==> src/rtl/mmwave_cfg_pkg.sv <==
// mmwave_cfg_pkg
// Shared definitions for the mmWave configuration shadow register file:
// commit FSM encoding, register index map and field bit offsets inside the
// system, VCO, ADC and UDP registers.
package mmwave_cfg_pkg;

    // Commit FSM: IDLE collects writes, ARMED waits for the apply trigger.
    typedef enum logic [0:0] {
        IDLE  = 1'b0,
        ARMED = 1'b1
    } cfg_state_e;

    // Register index map.
    localparam int unsigned SYS      = 0;
    localparam int unsigned VCO      = 1;
    localparam int unsigned AD       = 2;
    localparam int unsigned UDP_IP   = 3;
    localparam int unsigned UDP_PORT = 4;
    localparam int unsigned DSP      = 5;

    // System register fields.
    localparam int unsigned SYS_RUN_BIT        = 0;
    localparam int unsigned SYS_MODE_LSB       = 1;
    localparam int unsigned SYS_MODE_W         = 3;
    localparam int unsigned SYS_TX_EN_LSB      = 4;
    localparam int unsigned SYS_TX_EN_W        = 4;

    // VCO / chirp register fields.
    localparam int unsigned VCO_START_FREQ_LSB = 0;
    localparam int unsigned VCO_START_FREQ_W   = 32;
    localparam int unsigned VCO_SLOPE_LSB      = 32;
    localparam int unsigned VCO_SLOPE_W        = 16;
    localparam int unsigned VCO_IDLE_TIME_LSB  = 48;
    localparam int unsigned VCO_IDLE_TIME_W    = 16;

    // ADC sampling register fields.
    localparam int unsigned AD_SAMPLE_RATE_LSB = 0;
    localparam int unsigned AD_SAMPLE_RATE_W   = 16;
    localparam int unsigned AD_NUM_SAMPLES_LSB = 16;
    localparam int unsigned AD_NUM_SAMPLES_W   = 16;

    // UDP destination fields.
    localparam int unsigned UDP_IP_ADDR_LSB    = 0;
    localparam int unsigned UDP_IP_ADDR_W      = 32;
    localparam int unsigned UDP_PORT_NUM_LSB   = 0;
    localparam int unsigned UDP_PORT_NUM_W     = 16;

endpackage

==> src/rtl/mmwave_cfg_bank.sv <==
// mmwave_cfg_bank
// Shadow register storage with per-register dirty mask. Decodes writes,
// drops writes whose index is beyond REG_NUM and flags them with a one-cycle
// error pulse.
// Ports:
//   clk, rst_n   clock, asynchronous active-low reset
//   wr_en_i      write strobe
//   wr_index_i   target register
//   wr_data_i    write data
//   clr_mask_i   dirty bits to clear (registers being applied this cycle)
//   shadow_o     shadow bank contents
//   dirty_o      written-since-last-apply mask
//   wr_err_o     one-cycle pulse after a dropped write
module mmwave_cfg_bank
    import mmwave_cfg_pkg::*;
#(
    parameter int unsigned REG_NUM     = 8,
    parameter int unsigned REG_WIDTH   = 64,
    parameter int unsigned IDX_W       = $clog2(REG_NUM),
    parameter logic [REG_NUM*REG_WIDTH-1:0] RESET_VALUE = '0
) (
    input  logic                                clk,
    input  logic                                rst_n,
    input  logic                                wr_en_i,
    input  logic [IDX_W-1:0]                    wr_index_i,
    input  logic [REG_WIDTH-1:0]                wr_data_i,
    input  logic [REG_NUM-1:0]                  clr_mask_i,
    output logic [REG_NUM-1:0][REG_WIDTH-1:0]   shadow_o,
    output logic [REG_NUM-1:0]                  dirty_o,
    output logic                                wr_err_o
);

    localparam logic [IDX_W:0] REG_NUM_L = (IDX_W+1)'(REG_NUM);

    logic [REG_NUM-1:0][REG_WIDTH-1:0] shadow_q, shadow_d;
    logic [REG_NUM-1:0]                dirty_q, dirty_d;
    logic                              wr_err_q, wr_err_d;
    logic                              wr_ok_s;

    // Write decode: the clear is applied first so a write landing in the
    // apply cycle keeps its register dirty.
    always_comb begin
        wr_ok_s  = wr_en_i && ({1'b0, wr_index_i} < REG_NUM_L);
        shadow_d = shadow_q;
        dirty_d  = dirty_q & ~clr_mask_i;
        wr_err_d = wr_en_i && !wr_ok_s;
        if (wr_ok_s) begin
            shadow_d[wr_index_i] = wr_data_i;
            dirty_d[wr_index_i]  = 1'b1;
        end else begin
            shadow_d = shadow_d;
        end
    end

    // Shadow, dirty and error state registers.
    always_ff @(posedge clk or negedge rst_n) begin
        if (!rst_n) begin
            shadow_q <= RESET_VALUE;
            dirty_q  <= '0;
            wr_err_q <= 1'b0;
        end else begin
            shadow_q <= shadow_d;
            dirty_q  <= dirty_d;
            wr_err_q <= wr_err_d;
        end
    end

    assign shadow_o = shadow_q;
    assign dirty_o  = dirty_q;
    assign wr_err_o = wr_err_q;

endmodule

==> src/rtl/mmwave_cfg_shadow_regfile.sv <==
// mmwave_cfg_shadow_regfile
// Double-buffered configuration register file. Writes land in the shadow
// bank; a commit copies the dirty registers into the active bank either at
// the next frame_sync_i pulse or immediately, so live parameters never change
// mid-frame.
// Ports:
//   clk, rst_n                 clock, asynchronous active-low reset
//   cfg_wr_*_i                 register write (one per cycle, never stalls)
//   cfg_commit_req_i           commit request pulse
//   cfg_commit_immediate_i     1 = apply without waiting for frame_sync_i
//   cfg_commit_abort_i         cancel an armed commit
//   frame_sync_i               frame-boundary pulse
//   rd_en_i/rd_index_i/rd_shadow_i  readback request (shadow or active bank)
//   rd_data_o/rd_valid_o       readback result, one cycle later
//   cfg_active_o               active bank, flattened
//   cfg_dirty_o                registers written since their last apply
//   cfg_pending_o              commit armed
//   cfg_update_o               one-cycle pulse when the active bank changes
//   cfg_update_mask_o          registers applied by the last commit
//   cfg_wr_err_o               one-cycle pulse on a dropped write
//   cfg_commit_cnt_o           applied-commit counter (wraps)
module mmwave_cfg_shadow_regfile
    import mmwave_cfg_pkg::*;
#(
    parameter int unsigned REG_NUM     = 8,
    parameter int unsigned REG_WIDTH   = 64,
    parameter int unsigned IDX_W       = $clog2(REG_NUM),
    parameter logic [REG_NUM*REG_WIDTH-1:0] RESET_VALUE = '0
) (
    input  logic                         clk,
    input  logic                         rst_n,
    input  logic                         cfg_wr_en_i,
    input  logic [IDX_W-1:0]             cfg_wr_index_i,
    input  logic [REG_WIDTH-1:0]         cfg_wr_data_i,
    input  logic                         cfg_commit_req_i,
    input  logic                         cfg_commit_immediate_i,
    input  logic                         cfg_commit_abort_i,
    input  logic                         frame_sync_i,
    input  logic                         rd_en_i,
    input  logic [IDX_W-1:0]             rd_index_i,
    input  logic                         rd_shadow_i,
    output logic [REG_WIDTH-1:0]         rd_data_o,
    output logic                         rd_valid_o,
    output logic [REG_NUM*REG_WIDTH-1:0] cfg_active_o,
    output logic [REG_NUM-1:0]           cfg_dirty_o,
    output logic                         cfg_pending_o,
    output logic                         cfg_update_o,
    output logic [REG_NUM-1:0]           cfg_update_mask_o,
    output logic                         cfg_wr_err_o,
    output logic [7:0]                   cfg_commit_cnt_o
);

    localparam logic [IDX_W:0] REG_NUM_L = (IDX_W+1)'(REG_NUM);

    logic [REG_NUM-1:0][REG_WIDTH-1:0] shadow_s;
    logic [REG_NUM-1:0]                dirty_s;
    logic [REG_NUM-1:0]                clr_mask_s;
    logic                              wr_err_s;
    logic                              apply_s;
    logic                              rd_ok_s;

    cfg_state_e                        state_q, state_d;
    logic                              imm_q, imm_d;
    logic [REG_NUM-1:0][REG_WIDTH-1:0] active_q, active_d;
    logic                              update_q, update_d;
    logic [REG_NUM-1:0]                update_mask_q, update_mask_d;
    logic [7:0]                        commit_cnt_q, commit_cnt_d;
    logic [REG_WIDTH-1:0]              rd_data_q, rd_data_d;
    logic                              rd_valid_q, rd_valid_d;

    mmwave_cfg_bank #(
        .REG_NUM     (REG_NUM),
        .REG_WIDTH   (REG_WIDTH),
        .IDX_W       (IDX_W),
        .RESET_VALUE (RESET_VALUE)
    ) u_bank (
        .clk        (clk),
        .rst_n      (rst_n),
        .wr_en_i    (cfg_wr_en_i),
        .wr_index_i (cfg_wr_index_i),
        .wr_data_i  (cfg_wr_data_i),
        .clr_mask_i (clr_mask_s),
        .shadow_o   (shadow_s),
        .dirty_o    (dirty_s),
        .wr_err_o   (wr_err_s)
    );

    // Commit FSM next-state; abort has priority over an apply trigger.
    always_comb begin
        state_d = state_q;
        imm_d   = imm_q;
        apply_s = 1'b0;
        case (state_q)
            IDLE: begin
                if (cfg_commit_req_i && (dirty_s != '0)) begin
                    state_d = ARMED;
                    imm_d   = cfg_commit_immediate_i;
                end else begin
                    state_d = IDLE;
                end
            end
            ARMED: begin
                if (cfg_commit_abort_i) begin
                    state_d = IDLE;
                end else if (imm_q || frame_sync_i) begin
                    state_d = IDLE;
                    apply_s = 1'b1;
                end else begin
                    state_d = ARMED;
                end
            end
            default: begin
                state_d = IDLE;
            end
        endcase
    end

    // Apply datapath: copy dirty shadow entries into the active bank.
    always_comb begin
        active_d      = active_q;
        clr_mask_s    = '0;
        update_d      = apply_s;
        update_mask_d = update_mask_q;
        commit_cnt_d  = commit_cnt_q;
        if (apply_s) begin
            for (int unsigned i = 0; i < REG_NUM; i++) begin
                if (dirty_s[i]) begin
                    active_d[i] = shadow_s[i];
                end else begin
                    active_d[i] = active_q[i];
                end
            end
            clr_mask_s    = dirty_s;
            update_mask_d = dirty_s;
            commit_cnt_d  = commit_cnt_q + 8'd1;
        end else begin
            commit_cnt_d  = commit_cnt_q;
        end
    end

    // Readback mux; sees bank contents from before this edge.
    always_comb begin
        rd_ok_s    = {1'b0, rd_index_i} < REG_NUM_L;
        rd_valid_d = rd_en_i;
        rd_data_d  = '0;
        if (rd_en_i && rd_ok_s) begin
            if (rd_shadow_i) begin
                rd_data_d = shadow_s[rd_index_i];
            end else begin
                rd_data_d = active_q[rd_index_i];
            end
        end else begin
            rd_data_d = '0;
        end
    end

    // FSM, active bank, status and readback registers.
    always_ff @(posedge clk or negedge rst_n) begin
        if (!rst_n) begin
            state_q       <= IDLE;
            imm_q         <= 1'b0;
            active_q      <= RESET_VALUE;
            update_q      <= 1'b0;
            update_mask_q <= '0;
            commit_cnt_q  <= 8'd0;
            rd_data_q     <= '0;
            rd_valid_q    <= 1'b0;
        end else begin
            state_q       <= state_d;
            imm_q         <= imm_d;
            active_q      <= active_d;
            update_q      <= update_d;
            update_mask_q <= update_mask_d;
            commit_cnt_q  <= commit_cnt_d;
            rd_data_q     <= rd_data_d;
            rd_valid_q    <= rd_valid_d;
        end
    end

    assign rd_data_o         = rd_data_q;
    assign rd_valid_o        = rd_valid_q;
    assign cfg_active_o      = active_q;
    assign cfg_dirty_o       = dirty_s;
    assign cfg_pending_o     = (state_q == ARMED);
    assign cfg_update_o      = update_q;
    assign cfg_update_mask_o = update_mask_q;
    assign cfg_wr_err_o      = wr_err_s;
    assign cfg_commit_cnt_o  = commit_cnt_q;

endmodule

==> config.mk <==
export PLATFORM = sky130hd
export DESIGN_NAME = mmwave_cfg_shadow_regfile
export DESIGN_NICKNAME = d
export VERILOG_FILES = /design/src/rtl/mmwave_cfg_pkg.sv /design/src/rtl/mmwave_cfg_bank.sv /design/src/rtl/mmwave_cfg_shadow_regfile.sv
export SDC_FILE = /design/constraint.sdc
export NUM_CORES = 1
export LEC_CHECK = 0
export ABC_AREA = 0
export CAP_MARGIN = 30
export CORE_MARGIN = 10
export CORE_UTILIZATION = 55
export CTS_CLUSTER_DIAMETER = 120
export CTS_CLUSTER_SIZE = 24
export DETAILED_ROUTE_END_ITERATION = 8
export DONT_BUFFER_PORTS = 1
export GPL_ROUTABILITY_DRIVEN = 0
export GPL_TIMING_DRIVEN = 0
export PLACE_DENSITY = 0.7
export SYNTH_ARGS = -nofsm -noshare
export SYNTH_HDL_FRONTEND = slang
export SYNTH_SLANG_ARGS = --single-unit
export TNS_END_PERCENT = 1
==> constraint.sdc <==
create_clock -name clk -period 4.5 [get_ports clk]
set_input_delay 0.9 -clock clk [delete_from_list [all_inputs] [get_ports clk]]
set_output_delay 0.9 -clock clk [all_outputs]
set_load 0.02 [all_outputs]
==> qor.yml <==
reg2regPathDepth: 7
area_growth_pct: 6.78
n_antenna_cell: 0
htreeDepth: 2
grt_overflow_total: 0
synth_warnings: 0
rrSetupSlack_ns: 2.07
max-cap-violations: 0
antenna_found_initial: 6
ys_seq_elements: 1116
min_to: "rd_valid_o"
p_leak_nw: 25.6
grt_pass1_wl_mm: 255
cp.arrival_ns: 3.82
drt_wl_total_mm: 184
clkTransAtPathRegs_ns: 0.09
avgRoutedWirePerCell_um: 39.5
status: "finished, final reports clean"
end_kind: "async pin"
core_area_um2: 90400
gr-usage-all-layers: 0.344
powerDensity_nw_per_um2: 639
vias: 31400
drive_gt1_frac: 0.378
cts_resized: 0
setup_violations: 0
placed_cells: 4593
final_common_cell: "dfrtp_1"
seq_area_frac_synth: 0.554
cp.required_ns: 5.08
start_kind: "primary input"
min_period_over_period: 0.721
cts_buffers: 52
dieArea_um2: 104000
synth_cell_types: 39
synthAdderAreaFrac: 0.000248
finalCriticalPeriod_ns: 3.24
setup_tns_ns: 0
worst_r2r_endpoint: "cfg_active_o[467]"
instances_no_fill: 4656
final_cell_mix: "dfrtp_1 (1116), mux2_2 (731), mux2i_1 (476), mux2_4 (294), a22oi_1 (220)"
hold_path_depth: 0
die_h_um: 323
dp_hpwl_mm: 131
worstHoldPathType: "in -> reg"
critPathKind: "in -> async"
io_buffer_count: 0
ir_drop_uv: 390
r2r-start: "cfg_pending_o"
syn-mean-instance-area_um2: 14.9
fin_skew_ns: 0.0281
cts_setup_buffers: 0
syn_area_um2: 50400
row_count: 110
final_antenna_net_count: 0
place_area_um2: 52300
die_w_um: 323
grt_pass1_vias: 32900
synth_mux_area_frac: 0.353
cp_max_fo: 251
total_power_w: 0.0344
worst_pin_slew_ns: 1.38
hold_viol: 0
slew_violations: 0
fin_util: 0.595
avgViaCountPerCell: 6.74
rsz0062_at_grt: "false"
num_io_pins: 683
nNetsFinal: 3559
synth-simple-area-share: 0.0151
cts_tree: "built"
min-delay-start: "rd_en_i"
drt_iter0_drc: 3174
drtPass1Iterations: 6
synth-compound-area-share: 0.0462
cts.sinks: 1116
syn_nets: 3470
drc: 0
fmax_mhz: 308
clock_latency_ns: 0.70
initial_core_util: 0.557
fin_area_um2: 53800
synth_top_family_by_area: "multiplexers"
synthCells: 3390
synth_xor_area_frac: 0.00122
relSlewSlack: 0.0791
cts.root.buffer_cell: "clkbuf_16"
clock_path_buffers: 3
grt_max_degree: 1117
[report_power, final]
part           internal, W  total [W]  switching [W]  leakage [nW]
clock              0.00211    0.00531        0.00320         0.661
combinational      0.00463    0.00750        0.00287          11.2
sequential          0.0135     0.0216        0.00809          13.7
[metrics by stage]
| step | hold WS [ns] | setup WS, ns |
|---|---|---|
| after floorplan | 0.492 | 2.35 |
| after global placement | 0.505 | 0.510 |
| after detailed placement | 0.514 | 1.07 |
| after CTS | -0.0672 | 1.79 |
| after global routing | 0.209 | 1.02 |
| final | 0.235 | 1.26 |
[per-layer routing]
layer	track usage	part of all wire	up-vias
met2	0.553	0.47	1690
met5	0	0.00022	-
li1	-	-	12500
met1	0.407	0.37	16700
met4	0.156	0.051	6
met3	0.131	0.11	445
[cell families (layout without fill, tap and decap cells)]
group / count (synthesis) / count (layout)
mux: 1519 / 1519
flops: 1116 / 1116
other cells: 1 / 1
xor+xnor: 7 / 7
fa+ha+maj: 1 / 1
simple gates: 179 / 179
compound gates: 326 / 326
buf+inv: 241 / 331
[worst max path at each step]
stage	start	to	slack (ns)	depth (start not counted)
final	rst_n	cfg_active_o[199]	1.26	3
after global placement	rd_shadow_i	rd_data_o[34]	0.51	5
after global routing	rst_n	cfg_active_o[7]	1.02	3
after floorplan	frame_sync_i	cfg_active_o[142]	2.35	7
after detailed placement	rd_shadow_i	rd_data_o[25]	1.07	5
after CTS	rd_shadow_i	rd_data_o[25]	1.79	5
[sequential cells by signal (all words and copies together) (netlist names)]
signal / flops
cfg_active_o: 512
cfg_commit_cnt_o: 8
cfg_pending_o: 1
cfg_update_mask_o: 8
cfg_update_o: 1
imm_q: 1
rd_data_o: 64
rd_valid_o: 1
u_bank.dirty_o: 8
u_bank.shadow_o: 512
[synthesized netlist by cell type (all sizes together)]
cell	number	area share
ha	1	0.00025
mux4	18	0.0080
nand2b	3	0.00037
nand2	151	0.012
nand4	2	0.00025
a22oi	220	0.033
o21ai	37	0.0039
nor2b	3	0.00052
dfrtp	1116	0.55
nand4b	4	0.00070
xor2	3	0.00052
inv	3	0.00027
nor3b	2	0.00030
o31ai	1	0.00015
nand3	2	0.00020
nor2	3	0.00022
and2	1	0.00012
or2	1	0.00012
nand3b	1	0.00015
xnor2	4	0.00070
a21o	4	0.00060
a221oi	18	0.0031
clkbuf	64	0.0048
conb	1	0.000074
nor3	4	0.00040
nor4	2	0.00025
mux2i	476	0.095
o22ai	46	0.0057
mux2	1025	0.25
buf	174	0.024
[critical path, cell delays in order]
cell and delay (ns):
buf_16 0.69, buf_16 0.68, buf_16 0.71
[final cells by class]
type                       instances  area [um^2]
buffer                           238         1480
clock buffer                      54         1330
clock inverter                     1         16.3
fill                            6931        36600
inverter                           3         13.8
multi-input combinational       2033        21000
sequential                      1116        27900
tap                             1176         1470
timing repair buffer              35          596
Power figures use the tool's default switching activity.
